### src/rtl/seg_scan_controller.sv
// seg_scan_controller: time-multiplexed common-anode seven-segment scanner with
// double-buffered per-digit value/dp/blank registers and a dead-time between digits.

// segment_decoder: hex digit to active-low segments, bit 0 = a ... bit 6 = g
module segment_decoder (
   input  logic [3:0] hex_i,
   output logic [6:0] seg_n_o
);
   always_comb begin
      case (hex_i)
         4'h0:    seg_n_o = 7'h40;
         4'h1:    seg_n_o = 7'h79;
         4'h2:    seg_n_o = 7'h24;
         4'h3:    seg_n_o = 7'h30;
         4'h4:    seg_n_o = 7'h19;
         4'h5:    seg_n_o = 7'h12;
         4'h6:    seg_n_o = 7'h02;
         4'h7:    seg_n_o = 7'h78;
         4'h8:    seg_n_o = 7'h00;
         4'h9:    seg_n_o = 7'h10;
         4'hA:    seg_n_o = 7'h08;
         4'hB:    seg_n_o = 7'h03;
         4'hC:    seg_n_o = 7'h46;
         4'hD:    seg_n_o = 7'h21;
         4'hE:    seg_n_o = 7'h06;
         default: seg_n_o = 7'h0E;
      endcase
   end
endmodule

module seg_scan_controller #(
   parameter int NUM_DIGITS   = 4,
   parameter int CLK_DIV      = 50000,
   parameter int BLANK_CYCLES = 16,
   parameter int IW           = $clog2(NUM_DIGITS)
) (
   input  logic                  clk,
   input  logic                  rst_n,
   input  logic                  en,
   input  logic                  wr_en,
   output logic                  wr_ready,
   input  logic [IW-1:0]         wr_idx,
   input  logic [3:0]            wr_data,
   input  logic                  wr_dp,
   input  logic                  wr_blank,
   output logic [6:0]            seg_n,
   output logic                  dp_n,
   output logic [NUM_DIGITS-1:0] an_n,
   output logic [IW-1:0]         digit_idx,
   output logic                  frame_done
);
   localparam int CW = $clog2(CLK_DIV > BLANK_CYCLES ? CLK_DIV : BLANK_CYCLES);

   if (NUM_DIGITS < 2 || NUM_DIGITS > 8 || CLK_DIV < 2 || BLANK_CYCLES < 1) begin : g_bad_params
      $error("seg_scan_controller: illegal parameter set");
   end

   typedef enum logic [1:0] {OFF, BLANK, DRIVE} state_t;

   state_t                         state_q, state_d;
   logic [CW-1:0]                  cnt_q, cnt_d;
   logic [IW-1:0]                  idx_q, idx_d;
   logic [NUM_DIGITS-1:0][3:0]     sh_val_q, sh_val_d, act_val_q, act_val_d;
   logic [NUM_DIGITS-1:0]          sh_dp_q, sh_dp_d, act_dp_q, act_dp_d;
   logic [NUM_DIGITS-1:0]          sh_blank_q, sh_blank_d, act_blank_q, act_blank_d;
   logic [NUM_DIGITS-1:0]          an_n_q, an_n_d;
   logic [6:0]                     seg_n_q, seg_n_d, dec_seg;
   logic [3:0]                     dec_hex;
   logic                           dp_n_q, dp_n_d, frame_done_q, frame_done_d;
   logic                           wr_ready_q, wr_ready_d;
   logic                           last_drive, frame_end, wr_fire, commit, drive_d, lit;

   always_comb begin
      last_drive = (state_q == DRIVE) && (cnt_q == CW'(CLK_DIV - 1));
      frame_end  = last_drive && (idx_q == IW'(NUM_DIGITS - 1));
      wr_fire    = wr_en && wr_ready_q && (32'(wr_idx) < NUM_DIGITS);
      state_d    = state_q;
      cnt_d      = cnt_q + 1'b1;
      idx_d      = idx_q;
      if (!en) begin
         state_d = OFF;
         cnt_d   = '0;
         idx_d   = '0;
      end else begin
         case (state_q)
            OFF: begin
               state_d = BLANK;
               cnt_d   = '0;
               idx_d   = '0;
            end
            BLANK: if (cnt_q == CW'(BLANK_CYCLES - 1)) begin
               state_d = DRIVE;
               cnt_d   = '0;
            end
            DRIVE: if (last_drive) begin
               state_d = BLANK;
               cnt_d   = '0;
               idx_d   = frame_end ? '0 : idx_q + 1'b1;
            end
            default: begin
               state_d = OFF;
               cnt_d   = '0;
               idx_d   = '0;
            end
         endcase
      end
      sh_val_d   = sh_val_q;
      sh_dp_d    = sh_dp_q;
      sh_blank_d = sh_blank_q;
      for (int i = 0; i < NUM_DIGITS; i++) begin
         if (wr_fire && wr_idx == IW'(i)) begin
            sh_val_d[i]   = wr_data;
            sh_dp_d[i]    = wr_dp;
            sh_blank_d[i] = wr_blank;
         end
      end
      // The displayed bank only moves at a frame boundary or while dark, so a frame never tears.
      commit      = (state_q == OFF) || frame_end;
      act_val_d   = commit ? sh_val_q : act_val_q;
      act_dp_d    = commit ? sh_dp_q : act_dp_q;
      act_blank_d = commit ? sh_blank_q : act_blank_q;
   end

   assign dec_hex = act_val_q[idx_d];

   segment_decoder u_dec (
      .hex_i   (dec_hex),
      .seg_n_o (dec_seg)
   );

   // Outputs are computed from the next state so the pins change on the same edge as the FSM.
   always_comb begin
      drive_d      = (state_d == DRIVE);
      lit          = drive_d && !act_blank_q[idx_d];
      an_n_d       = drive_d ? ~(NUM_DIGITS'(1) << idx_d) : '1;
      seg_n_d      = lit ? dec_seg : 7'h7F;
      dp_n_d       = !(lit && act_dp_q[idx_d]);
      wr_ready_d   = !(drive_d && idx_d == IW'(NUM_DIGITS - 1) && cnt_d == CW'(CLK_DIV - 1));
      frame_done_d = frame_end;
   end

   always_ff @(posedge clk) begin
      if (!rst_n) begin
         state_q      <= OFF;
         cnt_q        <= '0;
         idx_q        <= '0;
         sh_val_q     <= '0;
         sh_dp_q      <= '0;
         sh_blank_q   <= '1;
         act_val_q    <= '0;
         act_dp_q     <= '0;
         act_blank_q  <= '1;
         an_n_q       <= '1;
         seg_n_q      <= 7'h7F;
         dp_n_q       <= 1'b1;
         frame_done_q <= 1'b0;
         wr_ready_q   <= 1'b1;
      end else begin
         state_q      <= state_d;
         cnt_q        <= cnt_d;
         idx_q        <= idx_d;
         sh_val_q     <= sh_val_d;
         sh_dp_q      <= sh_dp_d;
         sh_blank_q   <= sh_blank_d;
         act_val_q    <= act_val_d;
         act_dp_q     <= act_dp_d;
         act_blank_q  <= act_blank_d;
         an_n_q       <= an_n_d;
         seg_n_q      <= seg_n_d;
         dp_n_q       <= dp_n_d;
         frame_done_q <= frame_done_d;
         wr_ready_q   <= wr_ready_d;
      end
   end

   assign wr_ready   = wr_ready_q;
   assign seg_n      = seg_n_q;
   assign dp_n       = dp_n_q;
   assign an_n       = an_n_q;
   assign digit_idx  = idx_q;
   assign frame_done = frame_done_q;
endmodule

### config.mk
export PLATFORM = sky130hd
export DESIGN_NAME = seg_scan_controller
export DESIGN_NICKNAME = d
export VERILOG_FILES = /design/src/rtl/seg_scan_controller.sv
export SDC_FILE = /design/constraint.sdc
export NUM_CORES = 1
export LEC_CHECK = 0
export ABC_CLOCK_PERIOD_IN_PS = 6900
export CORE_ASPECT_RATIO = 1.1
export CORE_UTILIZATION = 40
export DETAILED_ROUTE_END_ITERATION = 16
export GPL_TIMING_DRIVEN = 1
export PLACE_DENSITY = 0.63
export SETUP_SLACK_MARGIN = 0.05
export SYNTH_ARGS = -nofsm -noshare
export SYNTH_HDL_FRONTEND = slang
export SYNTH_HIERARCHICAL = 1
export SYNTH_SLANG_ARGS = --single-unit
### constraint.sdc
create_clock -name clk -period 6.9 [get_ports clk]
set_input_delay 1.38 -clock clk [delete_from_list [all_inputs] [get_ports clk]]
set_output_delay 1.38 -clock clk [all_outputs]
set_load 0.005 [all_outputs]
Word-level counts from Yosys, hierarchy flattened
Memories as Yosys holds them, arrays and structs flattened. A register that Yosys moved wholly into a read port is not among the register bits.
Cells that the tools add are included.
{"block": "totals", "ff_bits": 75, "rom_bits": 112, "inputBits": 12, "out_inout_bits": 16, "wordCells": 80, "n_memories": 1}
{"memory": "(name not given)", "words": 16, "width": 7, "rd": 1, "rd_ports_with_merged_regs": 1, "wr": 0, "line": "10", "rtl": "case (hex_i)"}
{"block": "classes", "n_addsub": 2, "magnitude_cmp": 1, "eq_ne": 11, "shift": 1, "n_mux": 18, "bitwise_logic": 1, "n_reduce_logical": 20}
{"cell": "$mux 16", "n": 3}
{"cell": "$eq 16x16->1 const B", "n": 2}
{"cell": "$pmux 16 s2", "n": 1}
{"cell": "$add 16x1->16 const B", "n": 1}
{"cell": "$eq 16x4->1 const B", "n": 1}
{"cell": "$eq 2x2->1 const B", "n": 6}
{"cell": "$mux 2", "n": 6}
{"cell": "$logic_and 1x1->1", "n": 11}
{"cell": "$bmux 4 s2", "n": 1}
{"cell": "$pmux 2 s3", "n": 1}
{"cell": "$bmux 1 s2", "n": 2}
{"cell": "$eq 2x1->1 const B", "n": 2}
{"cell": "$logic_not 1->1", "n": 4}
{"cell": "$logic_not 2->1", "n": 2}
{"cell": "$mux 4", "n": 1}
{"cell": "$not 4->4", "n": 1}
{"cell": "$pmux 2 s2", "n": 1}
{"cell": "$reduce_and 2->1", "n": 2}
{"cell": "$shl 1x2->4 const A", "n": 1}
{"cell": "$lt 2x3->1 const B", "n": 1}
{"cell": "$add 2x1->2 const B", "n": 1}
{"cell": "$mux 1", "n": 2}
{"cell": "$logic_or 1x1->1", "n": 1}

Longest topological paths before layout
{"block": "logic_depth", "word_depth": 13, "ltp_mapped": 15, "mapped_depth_nobuf": 15}

By module
Netlist, hierarchy kept.
{"mod": "seg_scan_controller", "instances": 1, "cells_each": 411, "area_per_inst_um2": 3689.8, "seq_area_each_um2": 1641.6}
{"mod": "segment_decoder", "instances": 1, "cells_each": 32, "area_per_inst_um2": 275.3, "seq_area_each_um2": 0.0}

Least setup slack after synthesis
OpenSTA, ideal clock, no wires.
{"block": "synth_path", "kind": "flip-flop to flip-flop", "start": "register cnt_q[0]", "end": "register seg_n_q[3], in the netlist seg_n[3]", "t_arrival_ps": 3356, "path_slack_ps": 3415, "stages_incl_launch_ff": 14, "synth_period_minus_slack_ps": 3485, "cell_sequence": "dfxtp_1 > ha_1 > nand4b_1 > nor4_2 > a21oi_1 > a21oi_1 > nor3b_2 > a22oi_1 > nand2_1 > inv_1 > ha_1 > inv_1 > mux4_1 > nand2b_1"}
{"element": "from (decl)", "line": "61", "rtl": "logic [CW-1:0] cnt_q, cnt_d;"}
{"element": "from (signal assigned)", "line": "160", "rtl": "cnt_q <= cnt_d;"}
{"element": "$eq 16x16->1 *", "line": "74", "rtl": "last_drive = (state_q == DRIVE) && (cnt_q == CW'(CLK_DIV - 1));"}
{"element": "$logic_and 1x1->1 *", "line": "74"}
{"element": "$logic_and 1x1->1", "line": "75", "rtl": "frame_end = last_drive && (idx_q == IW'(NUM_DIGITS - 1));"}
{"element": "$mux 2", "line": "98", "rtl": "idx_d = frame_end ? '0 : idx_q + 1'b1;"}
{"element": "$mux 2 *", "line": "95", "rtl": "DRIVE: if (last_drive) begin"}
{"element": "$pmux 2 s2 *", "line": "85", "rtl": "case (state_q)"}
{"element": "$mux 2 *", "line": "80", "rtl": "if (!en) begin"}
{"element": "$bmux 4 s2 *", "line": "124", "rtl": "assign dec_hex = act_val_q[idx_d];"}
{"element": "$mux 4 (implied by the code) *", "line": "124"}
{"element": "named net dec_hex[0]", "line": "68", "rtl": "logic [3:0] dec_hex;"}
{"element": "to (decl)", "line": "67", "rtl": "logic [6:0] seg_n_q, seg_n_d, dec_seg;"}
The timed path passes the listed nets; every way through them passes the cells marked *. The select of a mux whose other input is x is not followed.
A chain may end at the register's enable or synchronous reset.

Worst setup path after layout
Same ends and word-level chain as after synthesis.

==> qor.yml <==
async_reset_ff_frac: 0
htree_num_levels: 3
synth_warnings: 6
initial_core_util: 0.418
cts.repair.resized: 0
yosys.area.top_type: "dfxtp_1"
synth_flop_cell: "dfxtp_1"
relSlewSlack: 0.466
slew_violations: 0
setup_viol: 0
cp_slowest_stage_delay_ps: 560
drc: 0
cts_tree: "done"
wl_per_cell_um: 14.0
port_buffers: 27
fin_ws_ps: 2780
layout.nets: 489
p_per_area_nw_per_um2: 189
hold_violations: 0
whs_ps: 465
dp.cells: 570
crit_type: "reg2reg"
synth_area_um2: 3970
cts.sinks: 82
cpMaxStageDelayCell: "nor3b_2"
die_area_um2: 10300
clk_pin_slew_ps: 80
tightest_slew_ps: 801
syn_avg_cell_area_um2: 8.95
grt_pass1_vias: 2908
end_kind: "flip-flop"
crit_chain: "ha_1 > nand4b_1 > nor4_2 > a21oi_1 > a21oi_1 > nor3b_2 > a22oi_1 > nand2_1 > inv_1 > ha_1 > inv_1 > mux4_1 > nand2b_1"
synth_cell_type_count: 56
startpoint_type: "flip-flop"
ir_drop_v: 0.000112
clockBufferDepth: 2
avgViaCountPerCell: 5.23
wirelength_um: 8220
cap_violations: 0
coreArea_um2: 9490
hp-class: "reg2reg"
grt_start_max_net_pins: 54
vias: 3061
gp_congestion: 0.866
diodes: 0
clkLatencyLatePin_ps: 370
postCtsHoldBufs: 0
synth.most_common_cell: "dfxtp_1"
io_pins: 28
fin_crit_ps: 4120
die_width_um: 96.9
synth_top_area_share: 0.414
postCtsSetupBuffers: 0
antenna_found_initial: 0
cts_root_buffer: "clkbuf_8"
die_height_um: 106
grtUsageTotal: 0.173
synth_common_cells: "dfxtp_1, nand2_1, nor2_1, mux2i_1"
grt_pass1_wl_um: 14300
dr.pass1.iters: 4
cts_buffers: 9
dp_slack_ps: 2550
tns_ps: 0
syn2layout_area_growth_pct: 13.1
rsz0062_at_grt: "no"
synth-edff-count: 0
arrival_ps: 4360
drt-initial-drc-count: 158
synth_seq_cells: 82
drive_above_1_share: 0.0769
required_ps: 7150
period_share: 0.597
fmax_mhz: 243
stdcell_count: 585
dp_hpwl_um: 5860
syn_nets: 468
grt.overflow.total: 0
cp_max_fo: 7
synth_area_leaders: "dfxtp_1, nand2_1, mux2i_1, ha_1, a21boi_0"
syn_inst: 443
rows: 37
leakagePower_nw: 1.60
status: "complete, no violations"
ant_nets: 0
clock_skew_ps: 12.2
synth_seq_area_share: 0.414
stage by stage:
stage | cell area, µm² | power [mW] | utilization
finish | 4480 | 0.848 | 0.472
detailed placement | 4310 | 0.550 | 0.455
floorplan | 3970 | 0.531 | -
CTS | 4480 | 0.857 | 0.472
global route | 4480 | 0.881 | 0.472
global placement | 4310 | 0.549 | 0.455
final timing paths:
kind | startpoint | to | slack [ps] | cells past startpoint
hold / removal | act_val_q[5] | act_val_q[5] | 470 | 2
setup / recovery | cnt_q[0] | seg_n[3] | 2780 | 13
setup reg to reg | cnt_q[0] | seg_n[3] | 2780 | 13
hold reg to reg | act_val_q[5] | act_val_q[5] | 470 | 2
routing by layer:
metal	GRT usage	routed length (µm)	vias to the layer above
met1	0.226	4040	1431
met5	0	0	-
li1	-	-	1564
met3	0.0375	284	12
met4	0.0768	145	0
met2	0.274	3750	54
logic make-up after synthesis:
logic type,Yosys count,share of synthesized area
AO/OA/AOI/OAI,72,0.140
XOR/XNOR,16,0.0353
adder cells (fa/ha/maj),13,0.0410
buffers and inverters,30,0.0331
flip-flops,82,0.414
multiplexers,30,0.0802
AND/OR/NAND/NOR,200,0.256
power by group:
part / switching, mW / internal, mW
Sequential: 0.00540 / 0.482
Combinational: 0.0277 / 0.0233
Clock: 0.181 / 0.129
critical path, delay by kind of cell, from the launching register on:
kind	cells	cell delay (ps)
muxes	1	470
AOI/OAI and AO/OA	3	610
adders and majority gates	2	550
buffers and inverters	2	190
DFF	1	430
and+or+nand+nor	5	1750
cell usage in the layout, fill, tap and decap left out, types with 3 or more instances in the layout:
cell,count
nand4_1,6
xnor2_1,5
a21oi_1,11
clkbuf_8,9
clkinvlp_4,3
nand2_1,79
ha_1,13
nand3_1,12
and3_1,5
a21boi_0,21
buf_4,4
dfxtp_1,82
mux2i_1,28
inv_1,9
nor2b_1,21
xor2_1,11
nor3_1,7
nand2b_1,11
a21o_1,4
a22oi_1,8
o21ai_0,9
nor2_1,35
clkdlybuf4s50_1,27
a22o_1,4
sequential cells by signal, indices dropped and copies added (netlist names):
name and flops:
state_q 2, sh_dp_q 4, frame_done 1, wr_ready 1, act_val_q 16, act_blank_q 4, sh_val_q 16, seg_n 7
sh_blank_q 4, act_dp_q 4, digit_idx 2, an_n 4, cnt_q 16, dp_n 1
area by class of cell:
class,count,area (µm²)
Tap cell,117,146
Clock buffer,9,124
Multi-Input combinational cell,331,2190
Fill cell,914,5010
Sequential cell,82,1640
Inverter,9,33.8
Timing Repair Buffer,31,300
Clock inverter,6,45.0
Note: power is estimated with default switching activity, not from simulation.
